File: config.mk
export PLATFORM = sky130hd
export DESIGN_NAME = pc_sequencer
export DESIGN_NICKNAME = d
export VERILOG_FILES = /design/src/rtl/cpu_pkg.sv /design/src/rtl/adder.sv /design/src/rtl/pc_sequencer.sv
export SDC_FILE = /design/constraint.sdc
export NUM_CORES = 1
export LEC_CHECK = 0
export CORE_AREA = 2 2 140 74
export DETAILED_ROUTE_END_ITERATION = 8
export DIE_AREA = 0 0 142 76
export PLACE_DENSITY = 0.86
export SLEW_MARGIN = 20
export SYNTH_ARGS = -nofsm -noshare
export SYNTH_HDL_FRONTEND = slang
export SYNTH_SLANG_ARGS = --single-unit
File: constraint.sdc
create_clock -name clk -period 6.25 [get_ports clk]
set_input_delay 1.5625 -clock clk [delete_from_list [all_inputs] [get_ports clk]]
set_output_delay 1.5625 -clock clk [all_outputs]
set_load 0.01 [all_outputs]
File: src/rtl/cpu_pkg.sv
// cpu_pkg: fetch-stage state encoding and PC increment shared with the fetch/decode register.
package cpu_pkg;
  typedef enum logic [1:0] {IDLE, REQ, HALT} pc_state_t;
  localparam int PC_INCR = 4;
endpackage

File: src/rtl/adder.sv
// adder: n-bit modular adder used for sequential PC advance.
module adder #(
  parameter int n = 32
) (
  input  logic [n-1:0] a,
  input  logic [n-1:0] b,
  output logic [n-1:0] y
);
  assign y = a + b;
endmodule

File: src/rtl/pc_sequencer.sv
// pc_sequencer: fetch-address sequencer with req/ack memory handshake and deferred redirects.
module pc_sequencer
  import cpu_pkg::*;
#(
  parameter int           n        = 32,
  parameter logic [n-1:0] RESET_PC = '0
) (
  input  logic         clk,
  input  logic         reset,
  input  logic         stall,
  input  logic         halt,
  input  logic         branch_taken,
  input  logic [n-1:0] branch_target,
  input  logic         jump,
  input  logic [n-1:0] jump_target,
  input  logic         imem_ack,
  output logic         imem_req,
  output logic [n-1:0] pc,
  output logic         fetch_done,
  output logic [n-1:0] fetch_pc,
  output logic         halted,
  output logic         misalign_err
);
  pc_state_t    state_q, state_d;
  logic [n-1:0] pc_q, pc_d, pc_sum;
  logic [n-1:0] pend_tgt_q, pend_tgt_d;
  logic         pend_q, pend_d;
  logic         halt_pend_q, halt_pend_d;
  logic         fetch_done_q, fetch_done_d;
  logic [n-1:0] fetch_pc_q, fetch_pc_d;
  logic         misalign_q, misalign_d;
  logic         redir;
  logic [n-1:0] raw_tgt, tgt;
  adder #(.n(n)) u_adder (
    .a(pc_q),
    .b(n'(PC_INCR)),
    .y(pc_sum)
  );
  always_comb begin
    redir        = jump | branch_taken;
    raw_tgt      = jump ? jump_target : branch_target;
    tgt          = {raw_tgt[n-1:2], 2'b00};
    state_d      = state_q;
    pc_d         = pc_q;
    pend_d       = pend_q;
    pend_tgt_d   = pend_tgt_q;
    halt_pend_d  = halt_pend_q;
    fetch_done_d = 1'b0;
    fetch_pc_d   = fetch_pc_q;
    misalign_d   = misalign_q | (redir && state_q != HALT && |raw_tgt[1:0]);
    case (state_q)
      IDLE: begin
        pc_d    = redir ? tgt : pc_q;
        state_d = halt ? HALT : stall ? IDLE : REQ;
      end
      REQ: begin
        if (imem_ack) begin
          // A redirect seen during this fetch squashes it; the live one beats the held one.
          pc_d         = redir ? tgt : pend_q ? pend_tgt_q : pc_sum;
          fetch_done_d = !redir && !pend_q;
          fetch_pc_d   = (!redir && !pend_q) ? pc_q : fetch_pc_q;
          pend_d       = 1'b0;
          halt_pend_d  = 1'b0;
          state_d      = (halt || halt_pend_q) ? HALT : stall ? IDLE : REQ;
        end else begin
          pend_d      = pend_q | redir;
          pend_tgt_d  = redir ? tgt : pend_tgt_q;
          halt_pend_d = halt_pend_q | halt;
        end
      end
      default: state_d = HALT;
    endcase
  end
  always_ff @(posedge clk) begin
    if (reset) begin
      state_q      <= IDLE;
      pc_q         <= RESET_PC;
      pend_q       <= 1'b0;
      pend_tgt_q   <= '0;
      halt_pend_q  <= 1'b0;
      fetch_done_q <= 1'b0;
      fetch_pc_q   <= '0;
      misalign_q   <= 1'b0;
    end else begin
      state_q      <= state_d;
      pc_q         <= pc_d;
      pend_q       <= pend_d;
      pend_tgt_q   <= pend_tgt_d;
      halt_pend_q  <= halt_pend_d;
      fetch_done_q <= fetch_done_d;
      fetch_pc_q   <= fetch_pc_d;
      misalign_q   <= misalign_d;
    end
  end
  assign imem_req     = state_q == REQ;
  assign halted       = state_q == HALT;
  assign pc           = pc_q;
  assign fetch_done   = fetch_done_q;
  assign fetch_pc     = fetch_pc_q;
  assign misalign_err = misalign_q;
endmodule

-- Word-level counts from Yosys, hierarchy flattened
Index checks and enable logic that the tools add are counted.
Widths: inputs -> output; s select.
- register bits: 100
- input port bits: 71
- output and inout port bits: 68
- logic and storage cells: 46
- $add $sub $neg: 1
- equal/unequal tests: 5
- multiplexer cells: 13
- bitwise operators: 6
- reduce and logical (&&, ||, !) cells: 13
- operators by type and width (cell ; count):
    $mux 32 ; 5
    $pmux 32 s2 ; 1
    $add 32x3->32 const B ; 1
    $reduce_and 3->1 ; 3
    $mux 2 ; 3
    $ne 2x2->1 const B ; 3
    $or 1x1->1 ; 4
    $pmux 2 s2 ; 1
    $logic_and 1x1->1 ; 3
    $mux 1 ; 3
    $reduce_or 3->1 ; 1
    $eq 2x1->1 const B ; 1
    $eq 2x2->1 const B ; 1
    $logic_not 1->1 ; 2
    $logic_not 2->1 ; 1
    $not 1->1 ; 2
    $reduce_bool 2->1 ; 1
    $reduce_or 2->1 ; 1
    $logic_or 1x1->1 ; 1

-- Logic depth before layout (Yosys ltp)
Gate-level depths: netlist (run 1).
- depth in word-level cells: 5
- mapped depth: 7
- mapped depth without buffers: 6

-- By module
Synthesis (run 1) repeated with hierarchy kept, for this count alone.
- cells, all modules: 707
- area total of the unflattened synthesis: 5910.7 µm²
- by module, submodules not included (module ; instances ; cells an instance ; area each (µm²) ; sequential area each (µm²)):
    pc_sequencer ; 1 ; 486 ; 4309.1 ; 2001.9
    adder ; 1 ; 221 ; 1601.5 ; 0.0

-- Worst setup path before layout (run 1)
Ideal clock, no wire load.
- kind: input-to-reg
- start point: in jump
- end point: reg pc_q[24] (netlist: pc[24])
- setup time: 0.074 ns
- data arrival time: 2.972 ns
- required time: 6.176 ns
- setup slack: 3.204 ns
- stages on the path: 7
- path buffers: 2
- cells stage by stage: buf_4 > or4b_4 > buf_6 > a21oi_2 > nand3b_1 > mux2_2 > a31oi_1
- word-level cells in the longest chain between the ends: 4
- elaborated cells on any way between the ends: 8
- those cells by class: 1 x eq/ne; 5 x mux; 1 x bitwise; 1 x reduce/logical
- ends and longest elaborated chain (element ; RTL line ; source):
    from (decl) ; pc_sequencer.sv:14 ; input logic jump,
    $mux 32 / $or 1x1->1 (equally long branches) ; pc_sequencer.sv:41, pc_sequencer.sv:40 ;
    $mux 32 ; pc_sequencer.sv:59 ; pc_d = redir ? tgt : pend_q ? pend_tgt_q : pc_sum;
    $mux 32 ; pc_sequencer.sv:57 ; if (imem_ack) begin
    $pmux 32 s2 ; pc_sequencer.sv:51 ; case (state_q)
    to (signal assigned) ; pc_sequencer.sv:86 ; pc_q <= pc_d;
    to (decl) ; pc_sequencer.sv:25 ; logic [n-1:0] pc_q, pc_d, pc_sum;
Several ways; a longest one is shown, not always the timed one. The select of a mux whose other input is x is not followed.
A chain may end at the register's enable or synchronous reset.

-- Final worst setup path (run 1)
- start point: in jump
- end point: reg fetch_pc_q[25] (netlist: fetch_pc[25])
- word-level cells in the longest chain between the ends: 4
- ends and longest elaborated chain (element ; RTL line ; source):
    $or 1x1->1 ; pc_sequencer.sv:40 ; redir = jump | branch_taken;
    $logic_not 1->1 ; pc_sequencer.sv:61 ; fetch_pc_d = (!redir && !pend_q) ? pc_q : fetch_pc_q;
    $logic_and 1x1->1 ; pc_sequencer.sv:61 ;
    $reduce_and 3->1 (no line) ; - ;
    to (signal assigned) ; pc_sequencer.sv:91 ; fetch_pc_q <= fetch_pc_d;
    to (decl) ; pc_sequencer.sv:30 ; logic [n-1:0] fetch_pc_q, fetch_pc_d;
No other way between the ends.

==> reports/qor.csv, run 1 <==
stage,metric,value,unit
pwr,p_total,0.001556,W
global_route,grt_pass1_wl,24.05,mm
timing,max_freq,235.0,MHz
setup_path,worstPathArrival,4.44,ns
pwr,swShare,25.93,%
status,status,completed,
placement,dpl_cell_area,6185,µm²
layout,fin_area,6520,µm²
pwr,p_int,0.001152,W
placement,port_buffers,134,
placement,hpwl,10.93,mm
layout,layout_commonest_cell,clkdlybuf4s50_1,
detailed_routing,drt_iter0_drc,611,
pwr,pwr-share-clk,40.1,%
die,core_area,9727,µm²
pwr,power_frac_comb,15.7,%
detailed_routing,wl,15.22,mm
timing,tns,0,ns
synth,synth-seq-area-share,39.55,%
clocking,cts.clk_slew.worst_paths,0.06,ns
timing,setup_slack,1.994,ns
placement,place_congestion,0.9141,
synth,avgSynthCellArea,7.967,µm²
layout,area.growth.synth_to_final,34.17,%
die,start_util,49.96,%
die,rows,26,
clocking,numCtsBuffers,9,
layout,final_cells,839,
pwr,power_leakage,2.243,nW
layout,nets,781,
synth,yosys.area.top_type,dfxtp_1,
detailed_routing,via_count,5119,
synth,netlist_top_cells_area,"dfxtp_1, nand2_1, mux2i_1",
clocking,cts_tree,built,
timing,slew_headroom,30.75,%
clocking,clk_path_buf_depth,2,
clocking,cts_post_setup_buffers_inserted,0,
detailed_routing,antenna_left,0,
timing,skew,0.009233,ns
die,io_pins,139,
worst_hold_path,hold_class,flop to flop,
synth,ys_seq_elements,96,
timing,hold_viol_final,0,
flow_run,drv_cap,0,
detailed_routing,wl_per_cell,18.14,µm
global_route,grt_pass1_vias,4543,
synth,synthFlopType,dfxtp_1,
timing,setup_viol,0,
pwr,powerDensity,238.6,nW/µm²
global_route,antenna_found_initial,0,
synth,ys_warn_count,0,
synth,synthesis.area,4860,µm²
detailed_routing,dr.pass1.iters,5,
detailed_routing,vias_per_cell,6.101,
setup_path,crit_fanout,36,
clocking,post_cts_resized,0,
timing,fin_crit,4.256,ns
synth,synth_cell_types,51,
die,fp.dieArea,10790,µm²
placement,preCtsSetupSlack,1.695,ns
synth,synth_top_area_share,39.55,%
setup_path,crit_type,primary input to flop,
clocking,htreeDepth,3,
setup_path,crit_required,6.43,ns
timing,tightest_slew,1.039,ns
layout,post_route_cells_drive_above_1_share,5.470,%
synth,async_flop_share,0,%
clocking,cts.sinks,96,
placement,dp_cells,824,
pwr,p_seq_share,44.2,%
pwr,p_switching,0.0004034,W
timing,drv_slew,0,
die,die_w,142,µm
setup_path,end_kind,flop,
die,chipHeight,76,µm
timing,min_period_over_period,68.09,%
synth,synth_edf_count,0,
synth,synthCells,610,
timing,rsz0062_at_grt,false,
clocking,hold_buffers,0,
clocking,insertion_delay,0.35,ns
pwr,ir_worst_vdd,122.4,µV
global_route,grt_max_degree,54,
global_route,groute.usage.overall,28.22,%
global_route,grt.overflow.total,0,
layout,most-common-layout-cells,"clkdlybuf4s50_1, dfxtp_1, nand2_1",
clocking,cts_root_buf,clkbuf_16,
detailed_routing,drc,0,
layout,diodes,0,
setup_path,start_kind,primary input,
[cell usage after synthesis, types with 2 or more instances]
master and count:
a211oi_1 43, a21oi_1 61, a221oi_1 2, a311oi_1 2, a31oi_1 9, and3_1 6, and4_1 3, buf_1 2
buf_2 16, buf_4 5, buf_6 2, clkbuf_1 32, dfxtp_1 96, inv_1 6, mux2_2 3, mux2i_1 34
nand2_1 91, nand2b_1 4, nand3_1 15, nand4_1 14, nor2_1 55, nor2_2 2, nor2b_1 3, nor3_1 20
nor4_1 5, o2111ai_1 3, o211a_1 2, o211ai_1 6, o21a_1 2, o21ai_0 27, o221a_2 3, o22ai_1 3
o311ai_0 2, o31ai_1 3, or3_1 6, xnor2_1 5, xor2_1 3
[logic make-up after synthesis]
family	synth area share (%)
compound gates	22.61
flops	39.55
fa+ha+maj	0.2574
simple gates	22.32
other cells	0.07717
xor+xnor	1.442
mux	7.698
buf+inv	6.051
[final cells by class]
type,instances,area [µm²]
Inverter,7,26.28
Clock inverter,5,106.4
Tap cell,126,157.7
Clock buffer,10,229.0
Fill cell,793,3207
Timing Repair Buffer,142,1411
Multi-Input combinational cell,453,2668
Sequential cell,96,1922
[through the flow]
step,utilization (%),hold WS [ns]
floorplan,-,0.4696
global placement,63.30,0.4357
detailed placement,63.58,0.4418
CTS,67.03,0.4502
global route,67.03,0.4705
finish,67.03,0.4436
[registers in the layout, indices dropped and copies added (netlist names)]
signal and cells:
fetch_pc 30, pend_q 1, pc 30, state_q 2, pend_tgt_q 30, misalign_err 1, fetch_done 1, halt_pend_q 1
[worst max-delay path: stages]
cell and delay (ns):
buf_2 0.41, or4b_4 0.83, nor2_2 0.51, nand2_1 0.74
nand2_1 0.27, a21oi_1 0.09
[final timing paths]
path                 from      endpoint  slack, ns  cells past startpoint
min          misalign_err  misalign_err       0.44                      2
min reg2reg  misalign_err  misalign_err       0.44                      2
max                  jump  fetch_pc[25]       1.99                      6
max reg2reg    state_q[1]  fetch_pc[25]       3.30                      5
[power groups by stage]
stage               clock network, W  registers [W]  logic [W]
detailed placement                 0       0.000699   0.000240
floorplan                          0       0.000686   0.000123
global placement                   0       0.000696   0.000235
CTS                         0.000624       0.000685   0.000241
finish                      0.000624       0.000687   0.000244
global route                0.000650       0.000691   0.000263
[routing by layer]
layer | vias up | part of all wire (%) | track usage (%)
met1 | 2348 | 45 | 42.56
li1 | 2410 | - | -
met2 | 337 | 39 | 36.67
met4 | 0 | 1.1 | 6.500
met3 | 24 | 14 | 11.75
met5 | - | 0 | 0
No activity file was read; power rests on OpenSTA's default activity.
==> run 2: changes to the inputs <==
- CORE_AREA: 2 2 140 74 -> 2 2 154 81
- DIE_AREA: 0 0 142 76 -> 0 0 156 83
- PLACE_DENSITY: 0.86 -> 0.76
- clock period: 6.25 -> 3.42 ns (I/O delays scaled with it)
==> run 2 against run 1 <==
Net effect:
- clock skew decreased by 0.0031 ns
- worst setup slack got worse by 1.4 ns
- critical path depth unchanged
- die area rose by 20%
- via count shrank 0.84%
- design area grew 1.1%
- sequential share of layout area is 0.33 points lower
- flip-flop and latch count unchanged
==> reports/qor.csv, run 2 (synthesized netlist as in run 1, its figures left out) <==
stage,metric,value,unit,change
layout,fin_area,6594,µm²,+1.1%
clocking,cts.sinks,96,,unchanged
timing,tns,0,ns,unchanged
detailed_routing,vias_per_cell,5.834,,-4.4%
global_route,grt.overflow.total,0,,unchanged
die,fp.dieArea,12950,µm²,+20%
detailed_routing,wl_per_cell,18.21,µm,+0.38%
flow_run,drv_cap,0,,unchanged
timing,hold_viol_final,0,,unchanged
layout,layout_commonest_cell,clkdlybuf4s50_1,,
placement,dpl_cell_area,6272,µm²,+1.4%
status,status,completed,,
clocking,numCtsBuffers,9,,unchanged
clocking,cts_tree,built,,
layout,area.growth.synth_to_final,35.68,%,
die,rows,28,,+7.7%
global_route,grt_pass1_wl,24.71,mm,+2.7%
timing,slew_headroom,55.49,%,+25 points
layout,diodes,0,,unchanged
global_route,groute.usage.overall,24.27,%,-3.9 points
clocking,cts_root_buf,clkbuf_16,,
timing,max_freq,352.8,MHz,
clocking,cts.clk_slew.worst_paths,0.06,ns,about the same
placement,place_congestion,0.9518,,+4.1%
timing,min_period_over_period,82.88,%,
setup_path,end_kind,flop,,
pwr,powerDensity,426.7,nW/µm²,+79%
layout,final_cells,870,,+3.7%
timing,tightest_slew,0.6677,ns,-0.3711 ns
timing,skew,0.006090,ns,-0.003143 ns
detailed_routing,wl,15.84,mm,+4.1%
placement,dp_cells,855,,+3.8%
clocking,post_cts_resized,0,,unchanged
timing,rsz0062_at_grt,false,,
timing,drv_slew,0,,unchanged
detailed_routing,dr.pass1.iters,5,,unchanged
detailed_routing,drc,0,,unchanged
worst_hold_path,hold_class,flop to flop,,
pwr,power_leakage,2.280,nW,+1.7%
pwr,p_seq_share,44.7,%,+0.5 points
pwr,power_frac_comb,16.6,%,+0.9 points
clocking,hold_buffers,0,,unchanged
setup_path,crit_type,primary input to flop,,
pwr,pwr-share-clk,38.7,%,-1.4 points
setup_path,worstPathArrival,3.03,ns,-1.41 ns
pwr,p_int,0.002079,W,+80%
placement,hpwl,11.45,mm,+4.8%
die,core_area,11530,µm²,+18%
layout,post_route_cells_drive_above_1_share,6.389,%,+0.92 points
detailed_routing,drt_iter0_drc,544,,-11%
layout,nets,788,,+0.90%
pwr,swShare,26.10,%,+0.16 points
global_route,antenna_found_initial,0,,unchanged
die,start_util,42.16,%,-7.8 points
timing,setup_viol,0,,unchanged
global_route,grt_max_degree,61,,+13%
detailed_routing,via_count,5076,,-0.84%
global_route,grt_pass1_vias,4408,,-3.0%
layout,most-common-layout-cells,"clkdlybuf4s50_1, dfxtp_1, nand2_1",,
pwr,p_switching,0.0007343,W,+82%
timing,fin_crit,2.835,ns,
clocking,htreeDepth,3,,unchanged
die,chipHeight,83,µm,+9.2%
placement,port_buffers,134,,unchanged
clocking,insertion_delay,0.34,ns,about the same
clocking,clk_path_buf_depth,2,,unchanged
die,die_w,156,µm,+9.9%
clocking,cts_post_setup_buffers_inserted,0,,unchanged
pwr,ir_worst_vdd,203.0,µV,+66%
setup_path,start_kind,primary input,,
setup_path,crit_required,3.62,ns,-2.81 ns
setup_path,crit_fanout,30,,-17%
die,io_pins,139,,unchanged
detailed_routing,antenna_left,0,,unchanged
## run 2: cell types whose count changed in the layout (fill, tap and decap cells not counted), sizes merged
| cell | change |
|---|---|
| clkbuf | +2 |
| clkinvlp | -1 |
| buf | +7 |
| bufinv | -1 |
## run 2: area by class of cell
type | instances | area, µm²
Clock inverter | 3 | 65.06
Fill cell | 1057 | 4932
Clock buffer | 12 | 256.5
Tap cell | 150 | 187.7
Timing Repair Buffer | 149 | 1469
Inverter | 7 | 26.28
Sequential cell | 96 | 1922
Multi-Input combinational cell | 453 | 2668
## run 2: path summary, 6_finish.rpt
check,startpoint,to,slack [ns],depth (start not counted)
worst max-delay path,branch_taken,pc[22],0.59,6
worst min-delay path,misalign_err,misalign_err,0.45,2
worst max register to register,pc[15],pc[30],0.90,5
worst min register to register,misalign_err,misalign_err,0.45,2
## run 2: through the flow
stage / utilization (%) / hold slack, ns / setup WS, ns / power (W)
finish: 57.21 / 0.4509 / 0.5853 / 0.002814
global route: 57.21 / 0.4668 / 0.4956 / 0.002912
CTS: 57.21 / 0.4584 / 0.6606 / 0.002818
detailed placement: 54.42 / 0.4498 / 0.3190 / 0.001734
global placement: 54.42 / 0.4346 / 0.3434 / 0.001723
floorplan: - / 0.4696 / 1.081 / 0.001479
## run 2: power groups by stage
stage               Sequential, W  Clock, W  Combinational [W]
floorplan                 0.00125         0           0.000225
global placement          0.00127         0           0.000451
detailed placement        0.00127         0           0.000460
CTS                       0.00125   0.00111           0.000462
global route              0.00126   0.00115           0.000502
finish                    0.00126   0.00109           0.000467
## run 2: critical path: stages
cell,delay [ns]
clkdlybuf4s50_1,0.55
or4b_4,0.73
nor2_2,0.31
nand4_1,0.15
a21oi_1,0.34
nor4_1,0.10
## run 2: layer usage
layer,track usage [%],share of wire (%)
met3,6.733,12
met1,39.69,50
met5,0,0
met2,29.93,37
met4,5.755,0.86
==> run 3: changes to the inputs <==
- clock period: 3.42 -> 2.6 ns (I/O delays scaled with it)
==> run 3 against run 2 <==
Net effect:
- sequential share of layout area shrank 0.94 points
- worst setup slack lost 0.48 ns
- power up 32%
- global-route usage increased by 0.75 points
- sequential power is 28% higher
- non-clock buffer count rose by 24
- final cell count is 2.6% higher
- clock skew about the same
- clock power up 29%
- critical path type is now flop to flop
==> reports/qor.csv, run 3 (synthesized netlist as in run 1, its figures left out) <==
stage,metric,value,unit,change
layout,regArea,1922,µm²,unchanged
worst_hold_path,hp-start,misalign_err,,
flow_run,drv_cap,0,,unchanged
clocking,htreeDepth,3,,unchanged
global_route,grt.overflow.total,0,,unchanged
timing,fin_crit,2.494,ns,
layout,nets,812,,+3.0%
placement,dp_cells,879,,+2.8%
placement,preCtsSetupSlack,-0.04239,ns,-0.3613 ns
worst_hold_path,hold_class,flop to flop,,
clocking,cts_tree,built,,
pwr,power_leakage,2.403,nW,+5.4%
layout,fin_area,6813,µm²,+3.3%
timing,slew_headroom,54.55,%,-0.94 points
detailed_routing,wl,16.37,mm,+3.3%
setup_path,reg2reg_from,pc[13],,
clocking,hold_buffers,0,,unchanged
die,core_area,11530,µm²,unchanged
clocking,cts.sinks,96,,unchanged
detailed_routing,wl_per_cell,18.33,µm,+0.65%
setup_path,regToRegEndpoint,pc[30],,
timing,rsz0062_at_grt,false,,
detailed_routing,via_count,5201,,+2.5%
clocking,post_cts_resized,0,,unchanged
setup_path,slowest_delay,0.56,ns,-0.17 ns
layout,diodes,0,,unchanged
setup_path,crit_slowest_cell,or4_4,,
layout,multi_input_area,2668,µm²,unchanged
pwr,powerDensity,546.6,nW/µm²,+28%
setup_path,cpLargestDelayFamily,simple AND/OR/NAND/NOR gates,,
setup_path,end_kind,flop,,
detailed_routing,drt_iter0_drc,766,,+41%
global_route,groute.usage.overall,25.02,%,+0.75 points
timing,setup_viol,0,,unchanged
placement,place_congestion,0.9250,,-2.8%
setup_path,reg2reg_setup_slack,0.11,ns,-0.79 ns
die,die_w,156,µm,unchanged
setup_path,crit_fanout,5,,-83%
detailed_routing,drc,0,,unchanged
timing,min_period_over_period,95.94,%,
setup_path,worstPathArrival,2.75,ns,-0.28 ns
layout,final_cells,893,,+2.6%
setup_path,crit_required,2.86,ns,-0.76 ns
timing,tightest_slew,0.6755,ns,+0.007857 ns
setup_path,crit_type,flop to flop,,
detailed_routing,antenna_left,0,,unchanged
global_route,grt_max_degree,92,,+51%
clocking,cts.clk_slew.worst_paths,0.07,ns,about the same
placement,dpl_cell_area,6502,µm²,+3.7%
setup_path,start_kind,flop,,
die,fp.dieArea,12950,µm²,unchanged
global_route,grt_pass1_wl,25.39,mm,+2.8%
die,chipHeight,83,µm,unchanged
setup_path,crit_buf_inv,0,,-1
pwr,ir_worst_vdd,287.2,µV,+41%
layout,num-fill-cells,989,,-6.4%
timing,setup_slack,0.1055,ns,-0.4798 ns
clocking,cts_root_buf,clkbuf_16,,
worst_hold_path,holdPathStages,2,,unchanged
die,rows,28,,unchanged
setup_path,path_cells,nand4_1 > or4_4 > nor3_1 > mux2_2 > a211oi_1,,
clocking,cts_post_setup_buffers_inserted,0,,unchanged
die,start_util,42.16,%,unchanged
die,io_pins,139,,unchanged
placement,port_buffers,134,,unchanged
clocking,clk_path_buf_depth,2,,unchanged
timing,skew,0.006073,ns,-0.00001746 ns
layout,layout_commonest_cell,clkdlybuf4s50_1,,
layout,post_route_cells_drive_above_1_share,9.287,%,+2.9 points
global_route,grt_pass1_vias,4622,,+4.9%
clocking,numCtsBuffers,9,,unchanged
layout,most-common-layout-cells,"clkdlybuf4s50_1, dfxtp_1, nand2_1",,
timing,max_freq,400.9,MHz,
status,status,completed,,
worst_hold_path,hold_path_end,misalign_err,,
detailed_routing,dr.pass1.iters,8,,+3
setup_path,ff2ff_path_depth,5,,unchanged
timing,hold_viol_final,0,,unchanged
clocking,insertion_delay,0.34,ns,about the same
timing,drv_slew,0,,unchanged
global_route,antenna_found_initial,0,,unchanged
layout,area.growth.synth_to_final,40.19,%,
placement,hpwl,12.18,mm,+6.4%
detailed_routing,vias_per_cell,5.824,,-0.18%
## run 3: cell count changes in the layout (fill, tap and decap cells not counted), sizes merged
cell / previous run / this run
buf: 17 / 41
clkinv: 2 / 1
clkinvlp: 0 / 1
clkbuf: 12 / 11
## run 3: through the flow
stage	total power [W]	util [%]	hold WS, ns	setup TNS, ns
6_report	0.003724	59.11	0.4491	0
5_1_grt	0.003844	59.11	0.4755	0
4_1_cts	0.003718	59.11	0.4506	0
3_5_place_dp	0.002322	56.42	0.4407	-0.04239
3_3_place_gp	0.002304	56.42	0.4353	-0.03974
2_1_floorplan	0.001945	-	0.4696	0
## run 3: per-layer routing
metal	wire length, µm	global-route usage, %	vias to the layer above
li1	-	-	2466
met1	7846	39.74	2371
met2	6135	30.45	341
met3	2235	9.499	23
met4	150	5.671	0
met5	0	0	-
## run 3: tightest hold or removal path, delay by kind of cell, from the launching register on
family,cells,cell delay [ns]
flops,1,0.31
compound gates,1,0.05
buf+inv,1,0.05
## run 3: worst max path at each step
stage | from | end | slack (ns) | cells after the start
finish | pc[13] | pc[30] | 0.11 | 5
global route | pc[13] | pc[30] | 0.04 | 5
CTS | pc[13] | pc[30] | 0.19 | 5
detailed placement | branch_taken | pc[29] | -0.04 | 7
global placement | branch_taken | pc[29] | -0.02 | 7
floorplan | jump | pc[24] | 0.47 | 7
## run 3: layout make-up
class / count / share of cell area, %
clock buffer: 11 / 3.563
clock inverter: 3 / 0.9917
inverter: 7 / 0.3857
multi-input combinational: 453 / 39.16
sequential: 96 / 28.21
tap: 150 / 2.755
timing repair buffer: 173 / 24.94
## run 3: power breakdown
part	internal, W	total, W	switching (W)
Combinational	0.000346	0.000697	0.000351
Sequential	0.00153	0.00161	0.0000781
Clock	0.000859	0.00141	0.000555
Total	0.00274	0.00372	0.000984
